File: config.mk
export PLATFORM = sky130hd
export DESIGN_NAME = rope_collision_ctrl
export DESIGN_NICKNAME = d
export VERILOG_FILES = /design/src/rtl/rope_pkg.sv /design/src/rtl/rope_toggle_unit.sv /design/src/rtl/rope_collision_ctrl.sv
export SDC_FILE = /design/constraint.sdc
export NUM_CORES = 1
export LEC_CHECK = 0
export BUFFER_PORTS_ARGS = -buffer_cell sky130_fd_sc_hd__buf_2
export CAP_MARGIN = 40
export CORE_UTILIZATION = 55
export CTS_CLUSTER_DIAMETER = 40
export DETAILED_ROUTE_END_ITERATION = 12
export PLACE_DENSITY = 0.72
export SLEW_MARGIN = 20
export SYNTH_ARGS = -nofsm -noshare
export SYNTH_HDL_FRONTEND = slang
export SYNTH_SLANG_ARGS = --single-unit
File: constraint.sdc
create_clock -name clk -period 2.01 [get_ports clk]
set_input_delay 0.402 -clock clk [delete_from_list [all_inputs] [get_ports clk]]
set_output_delay 0.402 -clock clk [all_outputs]
set_load 0.05 [all_outputs]
File: src/rtl/rope_pkg.sv
// Shared types and default sizing for the rope collision controller.
package rope_pkg;

  localparam int unsigned ROPES_NUM            = 6;
  localparam int unsigned TOGGLE_HOLDOFF_DEF   = 8;
  localparam int unsigned GRAB_LOSS_FRAMES_DEF = 2;

  typedef logic [$clog2(ROPES_NUM)-1:0] rope_idx_t;

  typedef enum logic [1:0] {
    IDLE         = 2'd0,
    HELD         = 2'd1,
    RELEASE_WAIT = 2'd2
  } grab_state_t;

endpackage

File: src/rtl/rope_toggle_unit.sv
// Per-rope border-hit accumulator, toggle holdoff counter and toggle pulse register.
module rope_toggle_unit
  import rope_pkg::*;
#(
  parameter int unsigned HOLDOFF = TOGGLE_HOLDOFF_DEF
) (
  input  logic clk,
  input  logic resetN,
  input  logic sof,
  input  logic armed,
  input  logic rope_dr,
  input  logic border_dr,
  output logic dir_toggle
);

  localparam int unsigned HW = $clog2(HOLDOFF + 1);

  logic          hit_c;
  logic          border_hit_q, border_hit_d;
  logic [HW-1:0] holdoff_q, holdoff_d;
  logic          dir_toggle_q, dir_toggle_d;

  // Accumulate border overlap; at a frame boundary judge the finished frame and restart with pixel 0.
  always_comb begin
    hit_c        = rope_dr & border_dr;
    border_hit_d = border_hit_q | hit_c;
    holdoff_d    = holdoff_q;
    dir_toggle_d = 1'b0;
    if (sof) begin
      border_hit_d = hit_c;
      if (armed) begin
        if (border_hit_q && (holdoff_q == '0)) begin
          dir_toggle_d = 1'b1;
          holdoff_d    = HW'(HOLDOFF);
        end else if (holdoff_q != '0) begin
          holdoff_d = holdoff_q - HW'(1);
        end
      end
    end
  end

  // State registers with synchronous active-high reset.
  always_ff @(posedge clk) begin
    if (resetN) begin
      border_hit_q <= 1'b0;
      holdoff_q    <= '0;
      dir_toggle_q <= 1'b0;
    end else begin
      border_hit_q <= border_hit_d;
      holdoff_q    <= holdoff_d;
      dir_toggle_q <= dir_toggle_d;
    end
  end

  assign dir_toggle = dir_toggle_q;

endmodule

File: src/rtl/rope_collision_ctrl.sv
// Rope collision controller: frame-level border toggles and player grab tracking.
// Optional macro ROPE_GRAB_STICKY_EN: a held rope is never released on misses,
// only handed over to another rope the player overlaps.
module rope_collision_ctrl
  import rope_pkg::*;
#(
  parameter int unsigned ROPES            = ROPES_NUM,
  parameter int unsigned TOGGLE_HOLDOFF   = TOGGLE_HOLDOFF_DEF,
  parameter int unsigned GRAB_LOSS_FRAMES = GRAB_LOSS_FRAMES_DEF
) (
  input  logic                     clk,
  input  logic                     resetN,
  input  logic                     startOfFrame,
  input  logic [ROPES-1:0]         ropeDR,
  input  logic                     playerDR,
  input  logic                     borderDR,
  output logic [ROPES-1:0]         dirToggle,
  output logic                     grabValid,
  output logic [$clog2(ROPES)-1:0] grabbedRope,
  output logic                     anyRopeHit
);

  localparam int unsigned IDX_W = $clog2(ROPES);

  grab_state_t      state_q, state_d;
  logic [ROPES-1:0] player_hit_q, player_hit_d;
  logic [IDX_W-1:0] grabbed_q, grabbed_d;
  logic             grab_valid_q, grab_valid_d;
  logic             any_hit_q, any_hit_d;
  logic             armed_q, armed_d;
  logic [IDX_W-1:0] low_idx_c;
  logic             low_found_c;
`ifndef ROPE_GRAB_STICKY_EN
  localparam int unsigned MISS_W = $clog2(GRAB_LOSS_FRAMES + 1);
  logic [MISS_W-1:0] miss_q, miss_d;
`endif

  // One border toggle unit per rope; the first boundary after reset only arms them.
  for (genvar g = 0; g < int'(ROPES); g++) begin : g_toggle
    rope_toggle_unit #(
      .HOLDOFF(TOGGLE_HOLDOFF)
    ) u_toggle (
      .clk       (clk),
      .resetN    (resetN),
      .sof       (startOfFrame),
      .armed     (armed_q),
      .rope_dr   (ropeDR[g]),
      .border_dr (borderDR),
      .dir_toggle(dirToggle[g])
    );
  end

  // Lowest-index priority encoder over the previous frame's player hits.
  always_comb begin
    low_idx_c   = '0;
    low_found_c = 1'b0;
    for (int i = 0; i < int'(ROPES); i++) begin
      if (player_hit_q[i] && !low_found_c) begin
        low_idx_c   = IDX_W'(i);
        low_found_c = 1'b1;
      end
    end
  end

  // Player-hit accumulation, frame summary and grab FSM next state.
  always_comb begin
    state_d      = state_q;
    grabbed_d    = grabbed_q;
    grab_valid_d = grab_valid_q;
    any_hit_d    = any_hit_q;
    armed_d      = armed_q | startOfFrame;
    player_hit_d = player_hit_q | (ropeDR & {ROPES{playerDR}});
`ifndef ROPE_GRAB_STICKY_EN
    miss_d       = miss_q;
`endif
    if (startOfFrame) begin
      player_hit_d = ropeDR & {ROPES{playerDR}};
      any_hit_d    = armed_q & (|player_hit_q);
      if (armed_q) begin
        case (state_q)
          IDLE: begin
            if (low_found_c) begin
              state_d      = HELD;
              grabbed_d    = low_idx_c;
              grab_valid_d = 1'b1;
`ifndef ROPE_GRAB_STICKY_EN
              miss_d       = '0;
`endif
            end
          end
          HELD: begin
`ifdef ROPE_GRAB_STICKY_EN
            if (!player_hit_q[grabbed_q] && low_found_c) begin
              grabbed_d = low_idx_c;
            end
`else
            if (player_hit_q[grabbed_q]) begin
              miss_d = '0;
            end else if (miss_q == MISS_W'(GRAB_LOSS_FRAMES - 1)) begin
              state_d      = RELEASE_WAIT;
              grab_valid_d = 1'b0;
              miss_d       = '0;
            end else begin
              miss_d = miss_q + MISS_W'(1);
            end
`endif
          end
          RELEASE_WAIT: begin
            if (player_hit_q == '0) begin
              state_d = IDLE;
            end
          end
          default: begin
            state_d      = IDLE;
            grab_valid_d = 1'b0;
          end
        endcase
      end
    end
  end

  // State registers with synchronous active-high reset.
  always_ff @(posedge clk) begin
    if (resetN) begin
      state_q      <= IDLE;
      player_hit_q <= '0;
      grabbed_q    <= '0;
      grab_valid_q <= 1'b0;
      any_hit_q    <= 1'b0;
      armed_q      <= 1'b0;
`ifndef ROPE_GRAB_STICKY_EN
      miss_q       <= '0;
`endif
    end else begin
      state_q      <= state_d;
      player_hit_q <= player_hit_d;
      grabbed_q    <= grabbed_d;
      grab_valid_q <= grab_valid_d;
      any_hit_q    <= any_hit_d;
      armed_q      <= armed_d;
`ifndef ROPE_GRAB_STICKY_EN
      miss_q       <= miss_d;
`endif
    end
  end

  assign grabValid   = grab_valid_q;
  assign grabbedRope = grabbed_q;
  assign anyRopeHit  = any_hit_q;

endmodule

=== After elaboration in Yosys (flattened, before gate mapping) ===
Cells that the tools add are included.

* Bits in registers: 52
* Latch bits: 0
* Bits in writable memories: 0
* Bits in read-only memories: 0
* Input port bits: 11
* Output and inout bits: 11
* Memories kept: 0

* $add $sub $neg: 7
* Multipliers: 0
* Div/mod/pow operators: 0
* $lt $le $gt $ge: 1
* Equal/unequal tests: 7
* Shift operators: 0
* Muxes and demuxes: 51
* Bitwise gates (word level): 19
* Reduce and logical (&&, ||, !) cells: 49

{| class="wikitable"
|+ Operator list
! cell !! count
|-
| $mux 4 || 12
|-
| $logic_not 4->1 || 6
|-
| $reduce_bool 4->1 || 6
|-
| $sub 4x1->4 const B || 6
|-
| $mux 1 || 23
|-
| $reduce_and 3->1 || 6
|-
| $mux 2 || 7
|-
| $reduce_bool 2->1 || 7
|-
| $mux 3 || 4
|-
| $reduce_and 6->1 || 2
|-
| $logic_and 1x1->1 || 11
|-
| $ne 2x2->1 const B || 4
|-
| $reduce_and 4->1 || 2
|-
| $and 1x1->1 || 7
|-
| $or 1x1->1 || 7
|-
| $and 6x6->6 || 1
|-
| $logic_not 6->1 || 1
|-
| $mux 6 || 1
|-
| $or 6x6->6 || 1
|-
| $pmux 2 s3 || 1
|-
| $reduce_or 6->1 || 1
|-
| $logic_not 1->1 || 5
|-
| $eq 2x1->1 const B || 2
|-
| $lt 3x4->1 const B || 1
|-
| other kinds (8) || 10
|}

=== Depth between registers and ports, before layout ===
Gate-level depths: netlist of the first run.

* Depth after elaboration: 18
* Depth in mapped cells: 6
* Depth with buffers taken out: 6

=== Cells and area by module ===
From an unflattened synthesis of the first run, not the netlist that was laid out.

* Cells, all modules: 292
* Area total of the unflattened synthesis: 2571.2 sq um

{| class="wikitable"
|+ Modules (own cells, without submodules)
! module !! times used !! cells each !! area each (sq um) !! sequential area each (sq um)
|-
| rope_toggle_unit || 6 || 34 || 294.0 || 120.1
|-
| rope_collision_ctrl || 1 || 88 || 807.0 || 320.3
|}

=== Least setup slack after synthesis of the first run ===
OpenSTA, ideal clock, no wires.

* Kind: reg2reg
* From: register grabbed_q[0], in the netlist grabbedRope[0]
* To: register miss_q[0]
* Arrival: 1.528 ns
* Required time: 1.952 ns
* Setup slack: 0.424 ns
* Stages on the path, launching flop included: 5
* Buffers on the path: 0
* Period minus slack after synthesis: 1.586 ns
* Cell sequence: dfxtp_1 mux2i_1 o22ai_1 nor3b_1 a31o_2

* Longest elaborated chain between the ends: 4

{| class="wikitable"
|+ RTL lines
! what !! line !! source
|-
| start: declaration || rope_collision_ctrl.sv:27 || <nowiki>logic [IDX_W-1:0] grabbed_q, grabbed_d;</nowiki>
|-
| start signal: assignment || rope_collision_ctrl.sv:137 || <nowiki>grabbed_q <= grabbed_d;</nowiki>
|-
| $bmux 1 s3 || rope_collision_ctrl.sv:97 || <nowiki>if (player_hit_q[grabbed_q]) begin</nowiki>
|-
| $mux 1 (not written as such) || rope_collision_ctrl.sv:97 ||
|-
| $mux 2 || rope_collision_ctrl.sv:97 ||
|-
| $pmux 2 s2 || rope_collision_ctrl.sv:80 || <nowiki>case (state_q)</nowiki>
|-
| end signal: assignment || rope_collision_ctrl.sv:142 || <nowiki>miss_q <= miss_d;</nowiki>
|-
| end: declaration || rope_collision_ctrl.sv:35 || <nowiki>logic [MISS_W-1:0] miss_q, miss_d;</nowiki>
|}

Every way passes these cells. The select of a mux whose other input is x is not followed.
A chain may end at the register's enable or synchronous reset.

=== Final worst setup path of the first run ===
* From: register g_toggle[0].u_toggle.holdoff_q[0]
* To: register g_toggle[0].u_toggle.holdoff_q[3]

* Longest elaborated chain between the ends: 4
* Elaborated cells on any way between the ends: 8
* Classes of those cells: 1 x add/sub; 2 x mux; 5 x reduce/logical

{| class="wikitable"
|+ RTL lines
! what !! line !! source
|-
| start: declaration || rope_toggle_unit.sv:20 || <nowiki>logic [HW-1:0] holdoff_q, holdoff_d;</nowiki>
|-
| start signal: assignment || rope_toggle_unit.sv:50 || <nowiki>holdoff_q <= holdoff_d;</nowiki>
|-
| branches (longest 4 deep; another with $sub 4x1->4) || n/a ||
|}

Parallel ways; which one is timed is not known. The select of a mux whose other input is x is not followed.

==> results of run 1 <==
-- cells in the mapped netlist, types with 2 or more instances --
library cell	count
nand3b_1	5
mux2i_1	4
a22oi_1	12
or3_1	6
a21o_1	6
dfxtp_1	52
clkbuf_1	6
o41ai_1	5
nand2b_1	8
a311oi_1	5
nor3b_1	8
nand2_1	13
buf_4	6
ha_1	12
buf_2	2
nor2b_1	2
nor2_1	34
nor3_1	24
inv_1	20
buf_1	2
and3_1	6
o2bb2ai_1	2
a21oi_1	29
-- worst paths after layout --
kind,from,to,slack [ns],cells after the start
worst max-delay path,g_toggle[0].u_toggle.holdoff_q[0],g_toggle[0].u_toggle.holdoff_q[3],0.37,6
worst min register to register,g_toggle[5].u_toggle.holdoff_q[3],g_toggle[5].u_toggle.holdoff_q[3],0.49,1
worst min-delay path,ropeDR[3],g_toggle[3].u_toggle.border_hit_q,0.33,3
worst max register to register,g_toggle[0].u_toggle.holdoff_q[0],g_toggle[0].u_toggle.holdoff_q[3],0.37,6
-- sequential cells by signal (all words and copies together) (netlist names), 2 cells and up --
| name | cells |
|---|---|
| miss_q | 2 |
| player_hit_q | 6 |
| state_q | 2 |
| g_toggle.u_toggle.border_hit_q | 6 |
| g_toggle.u_toggle.holdoff_q | 24 |
| grabbedRope | 3 |
| g_toggle.u_toggle.dir_toggle | 6 |
-- routing by layer --
layer	part of all wire, %	wire [µm]
met5	0	0
met1	50	2420
met3	3.7	180
met2	45	2190
met4	1.5	72
-- power groups by stage --
| stage | clock, mW | combinational, mW | sequential (mW) |
|---|---|---|---|
| 5_1_grt | 0.755 | 0.252 | 1.11 |
| 2_1_floorplan | 0 | 0.154 | 1.13 |
| 6_report | 0.704 | 0.226 | 1.10 |
| 3_5_place_dp | 0 | 0.225 | 1.13 |
| 4_1_cts | 0.725 | 0.227 | 1.10 |
| 3_3_place_gp | 0 | 0.223 | 1.13 |
-- kinds of logic (layout without fill, tap and decap cells) --
logic type               after synthesis  in the layout  synth area share [%]
AND/OR/NAND/NOR                      112            112                  23.8
AO/OA/AOI/OAI                         69             69                  19.5
flip-flops                            52             52                  42.4
buffers and inverters                 36             54                  6.53
adder cells (fa/ha/maj)               12             12                  6.12
multiplexers                           4              4                  1.63
-- cell type report --
class                           instances  share of cell area [%]
Clock buffer                            6                    2.71
Clock inverter                          2                    1.31
Inverter                               20                    2.80
Multi-Input combinational cell        197                    46.7
Sequential cell                        52                    38.8
Tap cell                               50                    2.33
Timing Repair Buffer                   26                    5.32
-- stage by stage --
stage / hold slack [ns] / setup WS [ns] / util (%)
finish: 0.334 / 0.366 / 64.7
global route: 0.338 / 0.281 / 64.7
global placement: 0.463 / 0.375 / 62.1
CTS: 0.331 / 0.396 / 64.7
floorplan: 0.447 / 0.424 / -
detailed placement: 0.469 / 0.334 / 62.1
-- worst max-delay path, stage by stage, from the launching register on --
cell,delay [ns]
dfxtp_1,0.34
inv_1,0.08
ha_1,0.14
nor3b_1,0.55
a21o_1,0.24
nor2b_1,0.13
nor3_1,0.05
==> results.cfg, run 1 <==
[layout]
n_fill_cell = 395
antenna_cells = 0
finalNonFillerCells = 353
seq_area_um2 = 1040
fin_area_um2 = 2680
multiInputGateArea_um2 = 1250
area_delta_synth_final_pct = 9.28
nNetsFinal = 325
final_common_cell = dfxtp_1
mostFrequentLayoutCells = dfxtp_1, nor2_1, a21oi_1
drive_gt1_share_pct = 12.5

[clock_network]
cts-root-buf = clkbuf_8
cts_buffers = 5
post_cts_buffers = 0
clk_pin_slew_ns = 0.09
htreeDepth = 2
cts_hold_buf = 0
cts.sinks = 52
postCtsResizedCells = 0
cts_buffer_depth = 2
cts_tree = built
insertion_delay_ns = 0.31

[pwr]
p_seq_share_pct = 54.2
leakagePower_nw = 1.01
power_mw = 2.03
ir_worst_vdd_mv = 0.457
switching_share_pct = 25.2
powerDensity_nw_per_um2 = 758
p_sw_uw = 513
power_frac_comb_pct = 11.1
power.internal_mw = 1.52
p_clk_share_pct = 34.6

[detailed_routing]
drtIter0Drc = 116
vias = 2026
routedWlPerCell_um = 13.8
routed_wl_um = 4870
dr.pass1.iters = 4
drc = 0
via_per_inst = 5.74
ant_nets = 0

[synthesis]
yosysSeqAreaShare_pct = 42.4
synth_area_leaders = dfxtp_1, ha_1, a21oi_1
synth_cells = 285
synth_top_area_share_pct = 42.4
yosysTopAreaCell = dfxtp_1
ys_seq_elements = 52
ys_warn_count = 0
async_reset_ff_share_pct = 0
synth.distinct_cells = 39
synth_area_per_cell_um2 = 8.61
synth_edf_count = 0
syn_area_um2 = 2450
syn_nets = 308
synthFlopType = dfxtp_1

[timing]
setup_viol = 0
worstMarginPinSlew_ns = 0.660
slew_headroom_pct = 55.9
finClkSkew_ns = 0.00657
rsz0062_at_grt = no
maxSlewViolCount = 0
finalCriticalPeriod_ns = 1.64
finalCritPeriodShare_pct = 81.8
hold_viol = 0
tns_ns = 0
fmax_mhz = 608

[critical_path]
worstPathRequired_ns = 2.21
critical_path_class = flop to flop
arrival_ns = 1.84
setup.worst_path.start_class = flop
endpoint_kind = flop
cp_max_fo = 6

[floorplanning]
fp.dieW_um = 68.8
die_area_um2 = 4730
core_um2 = 4140
io_pins = 22
rows = 23
start_util_pct = 59.2
dieHeight_um = 68.8

[placement]
numPortBuffers = 21
dpl.hpwl_um = 3390
dpl_cell_area_um2 = 2570
gp_congestion = 0.783
placed_cells = 345

[global_routing]
grt_pass1_vias = 1771
met1_usage_pct = 29.2
grt_overflow_total = 0
grt_pass1_wl_um = 8070
track_usage_pct = 23.5
antenna_found_initial = 0
grt_max_degree = 30
grtUsageMet2_pct = 39.7
use_met3_pct = 5.76
busiest_layer = met2

[status]
status = finished clean

[flow_run]
drv_cap = 0

[hold_path]
hold_path_class = input port to flop
Note: power is estimated with default switching activity, not from simulation.
==> inputs of run 2 (changes only) <==
Settings changed: ABC_AREA set to 1, PLACE_DENSITY 0.72 to 0.71.
Clock period 2.01 ns to 1.55 ns, I/O delays scaled along.
==> run 2 against run 1 <==
  * Worst hold slack worse by 0.070 ns
  * Sequential power is 32% higher
  * Clock power is 41% higher
  * Synthesized cell count is 18% higher
  * Routed wire length is 4.4% lower
  * Clock skew is 0.00071 ns lower
  * Global-route usage is 2.0 points lower
  * Power is 43% higher
  * Final cell count is 16% higher
  * Area after synthesis is 2.0% higher
  * Core utilization is 1.6 points lower
  * First-iteration DRC count is 34% lower
  * Critical path type unchanged
  * Critical endpoint is now g_toggle[2].u_toggle.holdoff_q[3]
  * Largest cell class unchanged
  * Largest power group unchanged
==> results.cfg, run 2 <==
[clock_network]
insertion_delay_ns = 0.30
cts_buffers = 5
cts_tree = built
cts_hold_buf = 0
cts_buffer_depth = 2
cts.sinks = 52
postCtsResizedCells = 0
post_cts_buffers = 0
clk_pin_slew_ns = 0.08
htreeDepth = 2
cts-root-buf = clkbuf_8

[synthesis]
synth.distinct_cells = 31
ys_seq_elements = 52
synthFlopType = dfxtp_1
ys_warn_count = 0
synth_compound_area_share_pct = 14.8
synth_edf_count = 0
synth_top_family_by_area = simple AND/OR/NAND/NOR gates
synth_mux_area_share_pct = 0
syn_nets = 359
synthTopCellsByCount = nand2_1, dfxtp_1, inv_1, a21oi_1, nor2_1
yosysSeqAreaShare_pct = 41.6
synth_xor_area_share_pct = 2.10
syn_area_um2 = 2500
synth_top_area_share_pct = 41.6
synth_area_per_cell_um2 = 7.45
synth_cells = 336
async_reset_ff_share_pct = 0
synthAdderAreaFrac_pct = 6.00
yosysTopAreaCell = dfxtp_1
synth_most_common_cell = nand2_1
synth_simple_gate_area_share_pct = 24.1
synth_area_leaders = dfxtp_1, nand2_1, inv_1

[global_routing]
antenna_found_initial = 0
grtUsageMet2_pct = 36.9
grt_max_degree = 31
grt_pass1_wl_um = 8450
use_met3_pct = 3.63
grt_overflow_total = 0
grt_pass1_vias = 2027
met1_usage_pct = 26.7
track_usage_pct = 21.5
busiest_layer = met2

[hold_path]
hold_path_class = input port to flop
hold_end = g_toggle[5].u_toggle.border_hit_q
hold_start = ropeDR[5]
hold-path-cell-count = 3

[timing]
hold_viol = 0
slew_headroom_pct = 72.8
finalCriticalPeriod_ns = 1.43
worst_slack_ns = 0.115
finalCritPeriodShare_pct = 92.6
worstMarginPinSlew_ns = 0.408
fmax_mhz = 697
setup_viol = 0
maxSlewViolCount = 0
finClkSkew_ns = 0.00587

[critical_path]
r2r_start = g_toggle[2].u_toggle.holdoff_q[0]
path_cells = inv_1, ha_1, nand3_1, o21ai_2, nor2_1, xor2_1, a21oi_1
cp_max_fo = 4
reg2reg_to = g_toggle[2].u_toggle.holdoff_q[3]
slowest_stage = dfxtp_1
endpoint_kind = flop
crit_family = flip-flops
setup.worst_path.start_class = flop
reg2reg_depth = 7
cpPeakStageDelay_ns = 0.36
critical_path_class = flop to flop
r2r_setup_slack_ns = 0.12
worstPathRequired_ns = 1.73
cp_num_buf_inv = 1
arrival_ns = 1.62

[pwr]
power_mw = 2.90
ir_worst_vdd_mv = 0.733
leakagePower_nw = 1.29
powerDensity_nw_per_um2 = 1050

[layout]
antenna_cells = 0
nNetsFinal = 378
area_delta_synth_final_pct = 9.80
fin_area_um2 = 2750
mostFrequentLayoutCells = nand2_1, dfxtp_1, inv_1
drive_gt1_share_pct = 14.0
largest_register_ffs = 24
finalNonFillerCells = 408
final_common_cell = nand2_1
largest-register = g_toggle.u_toggle.holdoff_q

[status]
status = finished clean

[flow_run]
drv_cap = 0

[floorplanning]
rows = 24
core_um2 = 4350
die_area_um2 = 4830
dieHeight_um = 69.5
io_pins = 22
fp.dieW_um = 69.5
start_util_pct = 57.5

[detailed_routing]
routed_wl_um = 4650
routedWlPerCell_um = 11.4
dr.pass1.iters = 4
drc = 0
ant_nets = 0
via_per_inst = 5.17
drtIter0Drc = 77
vias = 2109

[placement]
placed_cells = 400
dpl.hpwl_um = 3430
gp_congestion = 0.797
dpl_cell_area_um2 = 2610
numPortBuffers = 21
pre_cts_ws_ns = 0.0611
run 2: layer usage:
metal	vias to the layer above	wire, µm
li1	1107	-
met4	0	77
met3	7	146
met2	32	2150
met5	-	0
met1	963	2280
run 2: stage by stage:
step | hold slack, ns | util (%) | setup TNS (ns)
final | 0.264 | 63.1 | 0
after global routing | 0.263 | 63.1 | -0.000366
after CTS | 0.257 | 62.9 | 0
after detailed placement | 0.426 | 60.0 | 0
after global placement | 0.417 | 60.0 | 0
after floorplan | 0.408 | - | 0
run 2: cell type report:
type,count,area (µm²)
Clock buffer,7,96.3
Clock inverter,1,30.0
Fill cell,409,1610
Inverter,51,193
Multi-Input combinational cell,220,1190
Sequential cell,52,1040
Tap cell,52,65.1
Timing Repair Buffer,25,135
run 2: kinds of logic (layout without fill, tap and decap cells):
logic type	count (synthesis)	count (layout)
and+or+nand+nor	138	138
AOI/OAI and AO/OA	64	64
buffers and inverters	64	84
DFF	52	52
adders and majority gates	12	12
xor gates and xnor gates	6	6
run 2: power by group:
part           internal, mW  total, mW  switching (mW)  leakage [nW]
registers              1.40       1.45          0.0496         0.424
clock network         0.569      0.990           0.420        0.0645
logic                 0.160      0.454           0.293         0.797
run 2: worst max path at each step:
stage	start	to	slack [ns]	cells after the start
6_report	g_toggle[2].u_toggle.holdoff_q[0]	g_toggle[2].u_toggle.holdoff_q[3]	0.12	7
5_1_grt	g_toggle[0].u_toggle.holdoff_q[0]	g_toggle[0].u_toggle.holdoff_q[3]	-0.0004	9
4_1_cts	g_toggle[0].u_toggle.holdoff_q[0]	g_toggle[0].u_toggle.holdoff_q[3]	0.08	9
3_5_place_dp	startOfFrame	g_toggle[1].u_toggle.holdoff_q[3]	0.06	7
3_3_place_gp	startOfFrame	g_toggle[4].u_toggle.holdoff_q[3]	0.11	7
2_1_floorplan	grabbedRope[0]	grabValid	0.03	11
run 2: worst reg2reg max path: cells and delay by family (launching register included):
family / cells / cell delay, ns
compound gates: 2 / 0.18
xor+xnor: 1 / 0.19
fa+ha+maj: 1 / 0.19
buf+inv: 1 / 0.08
flops: 1 / 0.36
simple gates: 2 / 0.31
